==> src/rtl/float_mult_pipe.sv <==
// float_mult_pipe
// Three-stage pipelined multiplier for the {sign, exponent, mantissa} word
// format used in the neural processor datapath. Exponent field 0 encodes zero
// (no denormals), the largest exponent is an ordinary finite value, results
// saturate on overflow and flush to zero on underflow. A single clock enable
// (ready_i) stalls the whole pipe so the output word is held until taken.
//
//   S1: sign, raw biased exponent, zero flag, full significand product
//   S2: normalise the product and round (or truncate) the mantissa
//   S3: range check, pack, output register

module float_mult_pipe #(
   parameter int EXP_W    = 5,
   parameter int MAN_W    = 6,
   parameter int BIAS     = 2**(EXP_W-1) - 1,
   parameter bit ROUND_EN = 1'b1
) (
   input  logic                   clk_i,
   input  logic                   rst_i,
   input  logic                   valid_i,
   output logic                   ready_o,
   input  logic [EXP_W+MAN_W:0]   data_1_i,
   input  logic [EXP_W+MAN_W:0]   data_2_i,
   output logic                   valid_o,
   input  logic                   ready_i,
   output logic [EXP_W+MAN_W:0]   data_mult_o,
   output logic                   ovf_o,
   output logic                   unf_o
);

   localparam int W  = 1 + EXP_W + MAN_W;
   localparam int SW = MAN_W + 1;          // significand width with hidden one
   localparam int PW = 2 * SW;             // full product width
   // Signed exponent working width: one bit wider than the minimum so that the
   // normalise and rounding increments can never wrap, even with a small BIAS.
   localparam int EW = EXP_W + 3;

   localparam logic        [EW-1:0] BIAS_C  = EW'(BIAS);
   localparam logic signed [EW-1:0] EXP_MAX = EW'(2**EXP_W - 1);
   localparam logic signed [EW-1:0] EXP_ONE = EW'(1);
   localparam logic signed [EW-1:0] EXP_INC = EW'(1);

   // ------------------------------------------------------------------
   // Operand field split (combinational, feeds S1)
   // ------------------------------------------------------------------
   logic                 w_a_sign;
   logic                 w_b_sign;
   logic [EXP_W-1:0]     w_a_exp;
   logic [EXP_W-1:0]     w_b_exp;
   logic [MAN_W-1:0]     w_a_man;
   logic [MAN_W-1:0]     w_b_man;
   logic                 w_zero;
   logic signed [EW-1:0] w_exp_raw;
   logic [PW-1:0]        w_prod;

   assign w_a_sign = data_1_i[W-1];
   assign w_b_sign = data_2_i[W-1];
   assign w_a_exp  = data_1_i[W-2 -: EXP_W];
   assign w_b_exp  = data_2_i[W-2 -: EXP_W];
   assign w_a_man  = data_1_i[MAN_W-1:0];
   assign w_b_man  = data_2_i[MAN_W-1:0];

   // Any operand with a zero exponent field forces a zero product.
   assign w_zero    = (w_a_exp == {EXP_W{1'b0}}) | (w_b_exp == {EXP_W{1'b0}});
   assign w_exp_raw = EW'(w_a_exp) + EW'(w_b_exp) - BIAS_C;
   assign w_prod    = PW'({1'b1, w_a_man}) * PW'({1'b1, w_b_man});

   // The downstream handshake is passed straight through: the pipe advances
   // exactly when the consumer can take a result.
   assign ready_o = ready_i;

   // ------------------------------------------------------------------
   // Stage 1 registers
   // ------------------------------------------------------------------
   logic                 r_s1_valid;
   logic                 r_s1_sign;
   logic                 r_s1_zero;
   logic signed [EW-1:0] r_s1_exp;
   logic [PW-1:0]        r_s1_prod;

   // Stage 1: capture sign, raw exponent, zero flag and significand product
   always_ff @(posedge clk_i) begin
      if (rst_i) begin
         r_s1_valid <= 1'b0;
         r_s1_sign  <= 1'b0;
         r_s1_zero  <= 1'b0;
         r_s1_exp   <= {EW{1'b0}};
         r_s1_prod  <= {PW{1'b0}};
      end else if (ready_i) begin
         r_s1_valid <= valid_i;
         r_s1_sign  <= w_a_sign ^ w_b_sign;
         r_s1_zero  <= w_zero;
         r_s1_exp   <= w_exp_raw;
         r_s1_prod  <= w_prod;
      end
   end

   // ------------------------------------------------------------------
   // Stage 2 combinational: normalise and round
   // ------------------------------------------------------------------
   // The product of two significands in [1,2) lies in [1,4), so its top bit
   // or the one below it is always set. w_norm drops that leading one and
   // keeps everything beneath it aligned to a fixed position.
   logic [PW-2:0]        w_norm;
   logic signed [EW-1:0] w_exp_norm;
   logic [MAN_W-1:0]     w_man_trunc;
   logic                 w_guard;
   logic                 w_sticky;
   logic                 w_round_up;
   logic [MAN_W:0]       w_man_sum;
   logic [MAN_W-1:0]     w_man_rnd;
   logic signed [EW-1:0] w_exp_rnd;

   // Stage 2 logic: one-bit normalise, guard/sticky extraction, RNE increment
   always_comb begin
      w_norm     = {(PW-1){1'b0}};
      w_exp_norm = r_s1_exp;
      if (r_s1_prod[PW-1]) begin
         w_norm     = r_s1_prod[PW-2:0];
         w_exp_norm = r_s1_exp + EXP_INC;
      end else begin
         w_norm     = {r_s1_prod[PW-3:0], 1'b0};
         w_exp_norm = r_s1_exp;
      end

      w_man_trunc = w_norm[PW-2 -: MAN_W];
      w_guard     = w_norm[PW-2-MAN_W];
      w_sticky    = |w_norm[PW-3-MAN_W:0];

      if (ROUND_EN) begin
         w_round_up = w_guard & (w_sticky | w_man_trunc[0]);
      end else begin
         w_round_up = 1'b0;
      end

      // A carry out of the mantissa leaves the stored bits all zero, which is
      // exactly the renormalised mantissa; only the exponent needs bumping.
      w_man_sum = {1'b0, w_man_trunc} + {{MAN_W{1'b0}}, w_round_up};
      w_man_rnd = w_man_sum[MAN_W-1:0];
      if (w_man_sum[MAN_W]) begin
         w_exp_rnd = w_exp_norm + EXP_INC;
      end else begin
         w_exp_rnd = w_exp_norm;
      end
   end

   // ------------------------------------------------------------------
   // Stage 2 registers
   // ------------------------------------------------------------------
   logic                 r_s2_valid;
   logic                 r_s2_sign;
   logic                 r_s2_zero;
   logic signed [EW-1:0] r_s2_exp;
   logic [MAN_W-1:0]     r_s2_man;

   // Stage 2: hold the normalised, rounded sign/exponent/mantissa
   always_ff @(posedge clk_i) begin
      if (rst_i) begin
         r_s2_valid <= 1'b0;
         r_s2_sign  <= 1'b0;
         r_s2_zero  <= 1'b0;
         r_s2_exp   <= {EW{1'b0}};
         r_s2_man   <= {MAN_W{1'b0}};
      end else if (ready_i) begin
         r_s2_valid <= r_s1_valid;
         r_s2_sign  <= r_s1_sign;
         r_s2_zero  <= r_s1_zero;
         r_s2_exp   <= w_exp_rnd;
         r_s2_man   <= w_man_rnd;
      end
   end

   // ------------------------------------------------------------------
   // Stage 3 combinational: range check and pack
   // ------------------------------------------------------------------
   logic [W-1:0] w_out_word;
   logic         w_out_ovf;
   logic         w_out_unf;

   // Stage 3 logic: zero, saturate, flush or pack; bubbles produce a clean zero
   always_comb begin
      w_out_word = {W{1'b0}};
      w_out_ovf  = 1'b0;
      w_out_unf  = 1'b0;
      if (!r_s2_valid || r_s2_zero) begin
         w_out_word = {W{1'b0}};
         w_out_ovf  = 1'b0;
         w_out_unf  = 1'b0;
      end else if (r_s2_exp > EXP_MAX) begin
         w_out_word = {r_s2_sign, {(W-1){1'b1}}};
         w_out_ovf  = 1'b1;
         w_out_unf  = 1'b0;
      end else if (r_s2_exp < EXP_ONE) begin
         w_out_word = {W{1'b0}};
         w_out_ovf  = 1'b0;
         w_out_unf  = 1'b1;
      end else begin
         w_out_word = {r_s2_sign, r_s2_exp[EXP_W-1:0], r_s2_man};
         w_out_ovf  = 1'b0;
         w_out_unf  = 1'b0;
      end
   end

   // Stage 3: registered outputs, frozen while the consumer stalls
   always_ff @(posedge clk_i) begin
      if (rst_i) begin
         valid_o     <= 1'b0;
         data_mult_o <= {W{1'b0}};
         ovf_o       <= 1'b0;
         unf_o       <= 1'b0;
      end else if (ready_i) begin
         valid_o     <= r_s2_valid;
         data_mult_o <= w_out_word;
         ovf_o       <= w_out_ovf;
         unf_o       <= w_out_unf;
      end
   end

endmodule

==> config.mk <==
export PLATFORM = sky130hd
export DESIGN_NAME = float_mult_pipe
export DESIGN_NICKNAME = d
export VERILOG_FILES = /design/src/rtl/float_mult_pipe.sv
export SDC_FILE = /design/constraint.sdc
export NUM_CORES = 1
export LEC_CHECK = 0
export ABC_CLOCK_PERIOD_IN_PS = 7400
export BUFFER_PORTS_ARGS = -buffer_cell sky130_fd_sc_hd__buf_2
export CORE_MARGIN = 4
export CORE_UTILIZATION = 40
export CTS_CLUSTER_DIAMETER = 120
export DETAILED_ROUTE_END_ITERATION = 7
export SLEW_MARGIN = 20
export SYNTH_ARGS = -nofsm -noshare
export SYNTH_HDL_FRONTEND = slang
export SYNTH_SLANG_ARGS = --single-unit
==> constraint.sdc <==
create_clock -name clk_i -period 7.4 [get_ports clk_i]
set_input_delay 1.11 -clock clk_i [delete_from_list [all_inputs] [get_ports clk_i]]
set_output_delay 1.11 -clock clk_i [all_outputs]
set_load 0.01 [all_outputs]
==> results of run 1 <==
registers in the layout (all words and copies together) (netlist names):
signal,count
r_s1_exp,7
unf_o,1
r_s1_prod,14
r_s2_valid,1
r_s2_exp,8
valid_o,1
r_s1_sign,1
r_s2_man,6
r_s2_sign,1
data_mult_o,12
r_s1_zero,1
ovf_o,1
r_s1_valid,1
r_s2_zero,1
cell type report:
cell class / count / area [um2]
flip-flops and latches: 56 / 1120
clock buffers: 5 / 68.8
clock inverters: 3 / 21.3
repair buffers: 44 / 223
fillers: 1113 / 6030
well taps: 140 / 175
inverters: 50 / 188
multi-input cells: 376 / 3010
cells in the mapped netlist (2+ instances only):
library cell | instances | area (um2)
a211oi_1 | 8 | 60.1
a21o_1 | 11 | 82.6
a21oi_1 | 32 | 160
a311oi_1 | 2 | 17.5
and2_1 | 23 | 144
buf_1 | 4 | 15.0
buf_4 | 2 | 15.0
clkbuf_1 | 18 | 67.6
dfxtp_1 | 56 | 1120
fa_1 | 25 | 500
ha_1 | 44 | 551
inv_1 | 50 | 188
mux2_2 | 3 | 33.8
mux2i_1 | 26 | 260
nand2_1 | 27 | 101
nand2b_1 | 20 | 125
nand3_1 | 8 | 40.0
nand3b_1 | 2 | 15.0
nand4_1 | 4 | 25.0
nor2_1 | 45 | 169
nor2b_1 | 6 | 37.5
nor3_1 | 3 | 15.0
nor4_1 | 2 | 12.5
o2111ai_1 | 2 | 17.5
o211ai_1 | 4 | 30.0
o21a_1 | 2 | 15.0
o21ai_0 | 18 | 90.1
o22ai_1 | 4 | 25.0
o311ai_0 | 2 | 17.5
or2_2 | 2 | 12.5
or3_1 | 2 | 12.5
or3b_2 | 2 | 17.5
or4_1 | 3 | 22.5
xnor2_1 | 20 | 175
xor2_1 | 6 | 52.6
worst max-delay path: cells and delay by family:
kind            cells  cell delay [ps]
fa+ha+maj           5             2400
compound gates      4              670
buf+inv             6              440
simple gates        2              510
metal layers:
metal | wire length, um | part of all wire | up-vias | GRT usage
li1 | - | - | 1762 | -
met1 | 4260 | 0.49 | 1600 | 0.191
met2 | 4000 | 0.46 | 43 | 0.237
met3 | 293 | 0.034 | 4 | 0.0257
met4 | 76 | 0.0088 | 0 | 0.0280
met5 | 0 | 0 | - | 0
cells by family after synthesis:
group	after synthesis
AOI/OAI and AO/OA	96
buffers and inverters	75
xor gates and xnor gates	26
adders and majority gates	69
muxes	29
DFF	56
and+or+nand+nor	156
power groups by stage:
stage	logic [mW]	registers, mW	clock network, mW
global placement	0.452	0.386	0
global route	0.526	0.389	0.184
floorplan	0.378	0.366	0
detailed placement	0.458	0.388	0
finish	0.456	0.381	0.165
CTS	0.463	0.381	0.174
worst max path at each step:
| stage | from | endpoint | slack, ps | cells past startpoint |
|---|---|---|---|---|
| global route | data_1_i[1] | r_s1_prod[13] | 2210 | 17 |
| finish | data_1_i[1] | r_s1_prod[13] | 2450 | 17 |
| global placement | data_1_i[1] | r_s1_prod[11] | 2210 | 17 |
| detailed placement | data_1_i[1] | r_s1_prod[13] | 2110 | 17 |
| CTS | data_1_i[1] | r_s1_prod[13] | 2440 | 17 |
| floorplan | data_1_i[1] | r_s1_prod[11] | 2440 | 16 |
==> flow_summary.yaml, run 1 <==
run_status:
  status: "completed"
clock_network:
  cts_sinks: 56
  cts_hold_buf: 0
  numCtsBuffers: 5
  cts_tree: "yes"
  post-cts-setup-buffer-count: 0
  cts-root-buf: "clkbuf_8"
  cts_buffer_depth: 2
  clk_latency_ps: 300
  ctsResizeCount: 0
  h-tree-depth: 2
  path_clk_slew_ps: 100
critical_path:
  cp.required_ps: 7580
  cp-start-kind: "input pin"
  regToRegEndpoint: "r_s2_exp[6]"
  critPathMaxFanout: 4
  r2r_start: "r_s1_prod[13]"
  rrSetupSlack_ps: 4190
  cp_slowest_cell: "fa_1"
  worstSetupPathType: "input pin to flip-flop"
  crit_chain: "buf_2, inv_1, nor2_1, fa_1, inv_1, fa_1, inv_1, fa_1, inv_1, fa_1, inv_1, ha_1, a21oi_1, a21oi_1, o2111ai_1, a21oi_1, or3b_2"
  crit_path_end_kind: "flip-flop"
  worst_ep_arrival_time_ps: 5130
  crit_top_cell: "inv_1"
  worst_r2r_path_depth: 10
  max_stage_delay_ps: 540
sta:
  report.final.slew_viol_count: 0
  hold_viol_final: 0
  period_share: 0.668
  skew_ps: 8.69
  fin_setup_tns_ps: 0
  timing.final.ws_setup_ps: 2450
  fmax_mhz: 202
  timing.hold.ws_ps: 472
  min_period_ps: 4950
  setup_viol: 0
  relSlewSlack: 0.337
  rsz0062_at_grt: "no"
  worst_slew_pin_slew_ps: 994
die:
  die_x_um: 113
  floorplan.rows: 38
  ios: 44
  die_h_um: 113
  dieArea_um2: 12800
  start_util: 0.408
  core-area_um2: 10800
yosys:
  synthAdderAreaFrac: 0.238
  syn_area_um2: 4420
  synthMuxAreaShare: 0.0665
  async_flop_share: 0
  synth_edf_count: 0
  synthCells: 507
  syn_area_per_cell_um2: 8.73
  synthSimpleGateAreaFrac: 0.183
  synth_fp_nets: 604
  synth-compound-area-share: 0.143
  yosys_warnings: 0
  synthXorXnorAreaFrac: 0.0515
  ys_seq_area_frac: 0.253
  synth_flop_cell: "dfxtp_1"
  ys_types: 54
  synth-seq-cells: 56
  synth_top_family_by_area: "adder cells"
final_layout:
  area_growth_pct: 8.71
  layout_common_cells: "dfxtp_1, inv_1, nor2_1"
  final_common_cell: "dfxtp_1"
  final_area_um2: 4810
  utilization: 0.444
  nNetsFinal: 630
  antenna_cells: 0
  drive_gt1_frac: 0.116
  finalNonFillerCells: 674
placed_design:
  place_inst: 666
  place_hpwl_mm: 6.74
  place_area_um2: 4720
  dpl_worst_slack_ps: 2110
  numPortBuffers: 43
  place_congestion: 0.847
worst_hold_path:
  min_from: "data_mult_o[10]"
  holdPathStages: 2
  whs_endpoint: "data_mult_o[10]"
  hold_class: "flip-flop to flip-flop"
pwr:
  power.total_mw: 1.00
  leakage_nw: 2.21
  p_clk_frac: 0.164
  p_comb_frac: 0.455
  power.internal_mw: 0.616
  p_sw_mw: 0.386
  swShare: 0.385
  ir_worst_vdd_mv: 0.110
  p_seq_frac: 0.380
  power_density_nw_per_um2: 208
detailed_routing:
  via_per_inst: 5.06
  drt_pass1_iterations: 6
  vias: 3409
  wl_mm: 8.63
  drc: 0
  postRouteAntennaNets: 0
  drtIter0Drc: 150
  wl_per_cell_um: 12.8
global_routing:
  antenna_found_initial: 0
  overflow: 0
  grt_pass1_vias: 3424
  track_usage: 0.141
  grt_max_degree: 71
  grt_pass1_wl_mm: 15.4
run:
  max-cap-violations: 0
No activity file was read; power rests on OpenSTA's default activity.
==> run 2, diff against run 1 <==
Settings changed: ABC_AREA set to 1, ABC_CLOCK_PERIOD_IN_PS 7400 to 5100.
Clock period 7.4 ns to 5.1 ns, I/O delays scaled along.
==> flow_summary.yaml, run 2 <==
run_status:
  status: "completed"
placed_design:
  place_hpwl_mm: 7.36
  place_congestion: 0.838
  place_area_um2: 4770
  numPortBuffers: 43
global_routing:
  overflow: 0
  antenna_found_initial: 0
  track_usage: 0.151
  grt_max_degree: 46
  grt_pass1_vias: 3716
  grt_pass1_wl_mm: 16.6
detailed_routing:
  postRouteAntennaNets: 0
  wl_mm: 9.22
  drc: 0
  vias: 3725
  drt_pass1_iterations: 4
  drtIter0Drc: 189
  via_per_inst: 4.67
  wl_per_cell_um: 11.6
sta:
  report.final.slew_viol_count: 0
  hold_viol_final: 0
  period_share: 0.838
  worst_slew_pin_slew_ps: 729
  skew_ps: 3.55
  min_period_ps: 4280
  fmax_mhz: 234
  timing.hold.ws_ps: 466
  fin_setup_tns_ps: 0
  rsz0062_at_grt: "no"
  setup_viol: 0
  relSlewSlack: 0.514
critical_path:
  critPathMaxFanout: 7
  worst_ep_arrival_time_ps: 4480
  cp_slowest_cell: "fa_1"
  max_stage_delay_ps: 530
  worstSetupPathType: "input pin to flip-flop"
  crit_chain: "buf_2, nand2_1, inv_1, fa_1, inv_1, fa_1, inv_1, fa_1, inv_1, fa_1, inv_1, ha_1, a21oi_1, a21boi_0, or2_2, nand3_1, o211ai_1, inv_1"
  cp.required_ps: 5310
  crit_top_cell: "inv_1"
  crit_path_end_kind: "flip-flop"
  cp-start-kind: "input pin"
final_layout:
  antenna_cells: 0
  final_common_cell: "inv_1"
  largest_reg_flops: 14
  utilization: 0.448
  drive_gt1_frac: 0.111
  top_regs: "r_s1_prod (14), data_mult_o (12), r_s2_exp (8)"
  nNetsFinal: 753
  area_growth_pct: 9.15
  final_area_um2: 4880
  top_register: "r_s1_prod"
  layout_common_cells: "inv_1, nand2_1, nor2_1"
yosys:
  yosys_warnings: 0
  netlist.area_leader.share: 0.251
  synth-compound-area-share: 0.131
  synth_edf_count: 0
  synthMuxAreaShare: 0
  ys_seq_area_frac: 0.251
  synth-seq-cells: 56
  syn_area_per_cell_um2: 7.17
  synth_fp_nets: 721
  synth_most_common_cell: "inv_1"
  ys_types: 43
  syn_area_um2: 4470
  async_flop_share: 0
  synthCells: 624
  synthSimpleGateAreaFrac: 0.220
  synthXorXnorAreaFrac: 0.0386
  synth_commonest_cells: "inv_1, nand2_1, nor2_1"
  synth_flop_cell: "dfxtp_1"
  synth_top_family_by_area: "adder cells"
  yosys.area.top_type: "dfxtp_1"
  synthAdderAreaFrac: 0.235
  synth.area.top_cells: "dfxtp_1, ha_1, fa_1"
pwr:
  ir_worst_vdd_mv: 0.136
  power.total_mw: 1.48
  power_density_nw_per_um2: 304
  leakage_nw: 2.66
clock_network:
  ctsResizeCount: 0
  h-tree-depth: 2
  clk_latency_ps: 300
  path_clk_slew_ps: 90
  numCtsBuffers: 5
  cts_tree: "yes"
  cts_sinks: 56
  cts-root-buf: "clkbuf_8"
  cts_buffer_depth: 2
  cts_hold_buf: 0
  post-cts-setup-buffer-count: 0
worst_hold_path:
  hold_class: "flip-flop to flip-flop"
die:
  die_h_um: 114
  floorplan.rows: 38
  core-area_um2: 10900
  start_util: 0.411
  dieArea_um2: 12900
  ios: 44
  die_x_um: 114
run:
  max-cap-violations: 0
-- run 2: cell types whose count changed after synthesis, moves of 15 or more --
cell	before	now
and2_1	23	1
inv_1	50	120
mux2i_1	26	0
nand2_1	27	117
nand2b_1	20	0
nand3_1	8	28
o21ai_0	18	50
xnor2_1	20	5
-- run 2: per-stage QoR --
step	std cells	setup WS, ps
after floorplan	624	877
after global placement	789	551
final	797	825
after global routing	797	559
after detailed placement	789	489
after CTS	797	824
-- run 2: layout make-up --
cell class	instances	area [um2]
fill	1135	6010
multi-input combinational	425	2790
sequential	56	1120
inverter	124	465
timing repair buffer	44	223
tap	140	175
clock buffer	6	72.6
clock inverter	2	35.0
-- run 2: path summary, 6_finish.rpt --
kind | startpoint | slack, ps | cells after the start | end
min | valid_o | 470 | 2 | valid_o
min reg2reg | valid_o | 470 | 2 | valid_o
max | data_2_i[5] | 820 | 18 | r_s1_prod[7]
max reg2reg | r_s1_prod[13] | 2420 | 13 | r_s2_exp[5]
-- run 2: cells by family (layout without fill, tap and decap cells) --
group	Yosys count	in the layout
xor gates and xnor gates	18	18
and+or+nand+nor	228	228
AOI/OAI and AO/OA	110	110
adders and majority gates	69	69
DFF	56	56
buffers and inverters	143	176
-- run 2: routing by layer --
| layer | GRT usage | share of wire |
|---|---|---|
| met1 | 0.199 | 0.48 |
| met2 | 0.269 | 0.48 |
| met3 | 0.0180 | 0.027 |
| met4 | 0.0272 | 0.0087 |
| met5 | 0 | 0 |
-- run 2: critical path: cells and delay by family --
| kind | cells | cell delay (ps) |
|---|---|---|
| AOI/OAI and AO/OA | 3 | 620 |
| adders and majority gates | 5 | 2390 |
| buffers and inverters | 7 | 440 |
| and+or+nand+nor | 3 | 270 |
-- run 2: power by group --
| group | leakage, nW | switching [mW] | internal, mW |
|---|---|---|---|
| Combinational | 2.15 | 0.427 | 0.260 |
| Clock | 0.0552 | 0.137 | 0.146 |
| Sequential | 0.461 | 0.0311 | 0.481 |
| Total | 2.66 | 0.595 | 0.887 |
==> run 3, diff against run 2 <==
Settings changed: ABC_AREA 1 to 0, ABC_CLOCK_PERIOD_IN_PS 5100 to 4100.
Clock period 5.1 ns to 4.1 ns, I/O delays scaled along.
==> flow_summary.yaml, run 3 (synthesized netlist as in run 1, its figures left out) <==
placed_design:
  place_hpwl_mm: 7.45
  place_congestion: 0.827
  place_inst: 700
  numPortBuffers: 43
critical_path:
  worst_r2r_path_depth: 11
  worst_ep_arrival_time_ps: 4310
  critPathMaxFanout: 6
  startpoint: "data_1_i[3]"
  rrSetupSlack_ps: 1110
  cp-start-kind: "input pin"
  r2r_start: "r_s1_prod[13]"
  worstSetupPathType: "input pin to flip-flop"
  crit_path_end_kind: "flip-flop"
  cp.required_ps: 4290
  regToRegEndpoint: "r_s2_exp[6]"
  crit_path_end: "r_s1_prod[13]"
pwr:
  p_clk_frac: 0.154
  power.internal_mw: 1.28
  power_density_nw_per_um2: 392
  p_sw_mw: 0.760
  leakage_nw: 2.39
  p_comb_frac: 0.511
  p_seq_frac: 0.335
  power.total_mw: 2.04
  swShare: 0.373
  ir_worst_vdd_mv: 0.181
sta:
  hold_viol_final: 0
  fmax_mhz: 243
  setup_viol: 1
  period_share: 1.01
  relSlewSlack: 0.476
  min_period_ps: 4120
  timing.hold.ws_ps: 472
  timing.final.ws_setup_ps: -20.8
  rsz0062_at_grt: "yes"
  report.final.slew_viol_count: 0
  fin_setup_tns_ps: -20.8
  worst_slew_pin_slew_ps: 786
  skew_ps: 9.32
final_layout:
  nFillCells: 1087
  layout_common_cells: "dfxtp_1, inv_1, nor2_1"
  top_register: "r_s1_prod"
  final_common_cell: "dfxtp_1"
  top_regs: "r_s1_prod (14), data_mult_o (12), r_s2_exp (8)"
  drive_gt1_frac: 0.199
  finalNonFillerCells: 709
  largest_reg_flops: 14
  antenna_cells: 0
  nNetsFinal: 665
  area_growth_pct: 17.5
worst_hold_path:
  hold_class: "flip-flop to flip-flop"
die:
  die_x_um: 113
  core-area_um2: 10800
  dieArea_um2: 12800
  die_h_um: 113
  ios: 44
  floorplan.rows: 38
  start_util: 0.408
detailed_routing:
  vias: 3592
  drc: 0
  drt_pass1_iterations: 4
  postRouteAntennaNets: 0
  drtIter0Drc: 205
  wl_per_cell_um: 13.2
  wl_mm: 9.33
  via_per_inst: 5.07
clock_network:
  cts_buffer_depth: 2
  cts_tree: "yes"
  cts_sinks: 56
  cts_hold_buf: 0
  cts-root-buf: "clkbuf_8"
  path_clk_slew_ps: 100
  h-tree-depth: 2
  numCtsBuffers: 5
  clk_latency_ps: 300
global_routing:
  overflow: 0
  grt_pass1_wl_mm: 16.3
  grt_pass1_vias: 3583
  track_usage: 0.150
  grt_max_degree: 54
  antenna_found_initial: 0
run_status:
  status: "complete, but fails checks"
  violations: "setup timing"
run:
  max-cap-violations: 0
==> run 3: changes by cell type in the layout (fill, tap and decap cells not counted), moves of 14 or more <==
cell / change
buf_4: +35
nand3_1: -20
o21ai_0: -32
xnor2_1: +15
inv_1: -75
and2_1: +19
a21oi_1: -15
nor2_1: -14
mux2i_1: +26
nand2b_1: +20
nand2_1: -90
==> run 3: how the worst min path moves through the flow <==
stage | slack, ps | to | start | depth (start not counted)
final | 470 | data_mult_o[4] | data_mult_o[4] | 2
after global routing | 500 | data_mult_o[0] | data_mult_o[0] | 2
after CTS | 470 | data_mult_o[4] | data_mult_o[4] | 2
after detailed placement | 460 | ovf_o | ovf_o | 2
after global placement | 450 | data_mult_o[10] | data_mult_o[10] | 2
after floorplan | 450 | r_s1_prod[0] | r_s1_prod[0] | 2
==> run 3: repair_timing <==
action	in CTS	in global routing
pin swaps	7	14
endpoints found under the setup margin	2	5
gates resized for setup	7	10
buffers inserted	0	1
==> run 3: power groups by stage <==
| stage | Clock (mW) | Combinational [mW] | Sequential, mW |
|---|---|---|---|
| after floorplan | 0 | 0.708 | 0.660 |
| after global placement | 0 | 0.947 | 0.691 |
| after detailed placement | 0 | 0.963 | 0.695 |
| after CTS | 0.323 | 1.00 | 0.682 |
| after global routing | 0.357 | 1.18 | 0.697 |
| final | 0.313 | 1.04 | 0.683 |
==> run 3: area by class of cell <==
class,count,area [um2],share of cell area
Clock buffer,7,86.3,0.0166
Inverter,50,190,0.0366
Sequential cell,56,1120,0.216
Multi-Input combinational cell,376,3110,0.598
Clock inverter,1,7.51,0.00144
Tap cell,140,175,0.0337
Timing Repair Buffer,79,508,0.0977
==> run 3: routing by layer <==
metal | vias to the layer above | global-route usage | wire [um]
met1 | 1703 | 0.209 | 4770
met3 | 6 | 0.0257 | 273
met2 | 41 | 0.248 | 4200
met4 | 0 | 0.0288 | 81
li1 | 1842 | - | -
met5 | - | 0 | 0
==> run 3: critical path, stage by stage <==
cell and delay, ps:
buf_2 130, and2_1 170, fa_1 500, inv_1 50, fa_1 470, inv_1 50, fa_1 480, inv_2 40
fa_1 510, inv_2 50, ha_4 280, nand4_1 150, a21oi_2 220, o2111ai_2 140, nand3_1 90, or3b_4 360
==> run 3: metrics by stage <==
step                      cell area (um2)  setup slack (ps)   util
final                                5200             -20.8  0.480
after global routing                 5200              -137  0.480
after CTS                            5130             -4.66  0.473
after detailed placement             5010              -385  0.462
after global placement               5010              -319  0.462
after floorplan                      4460              -106      -
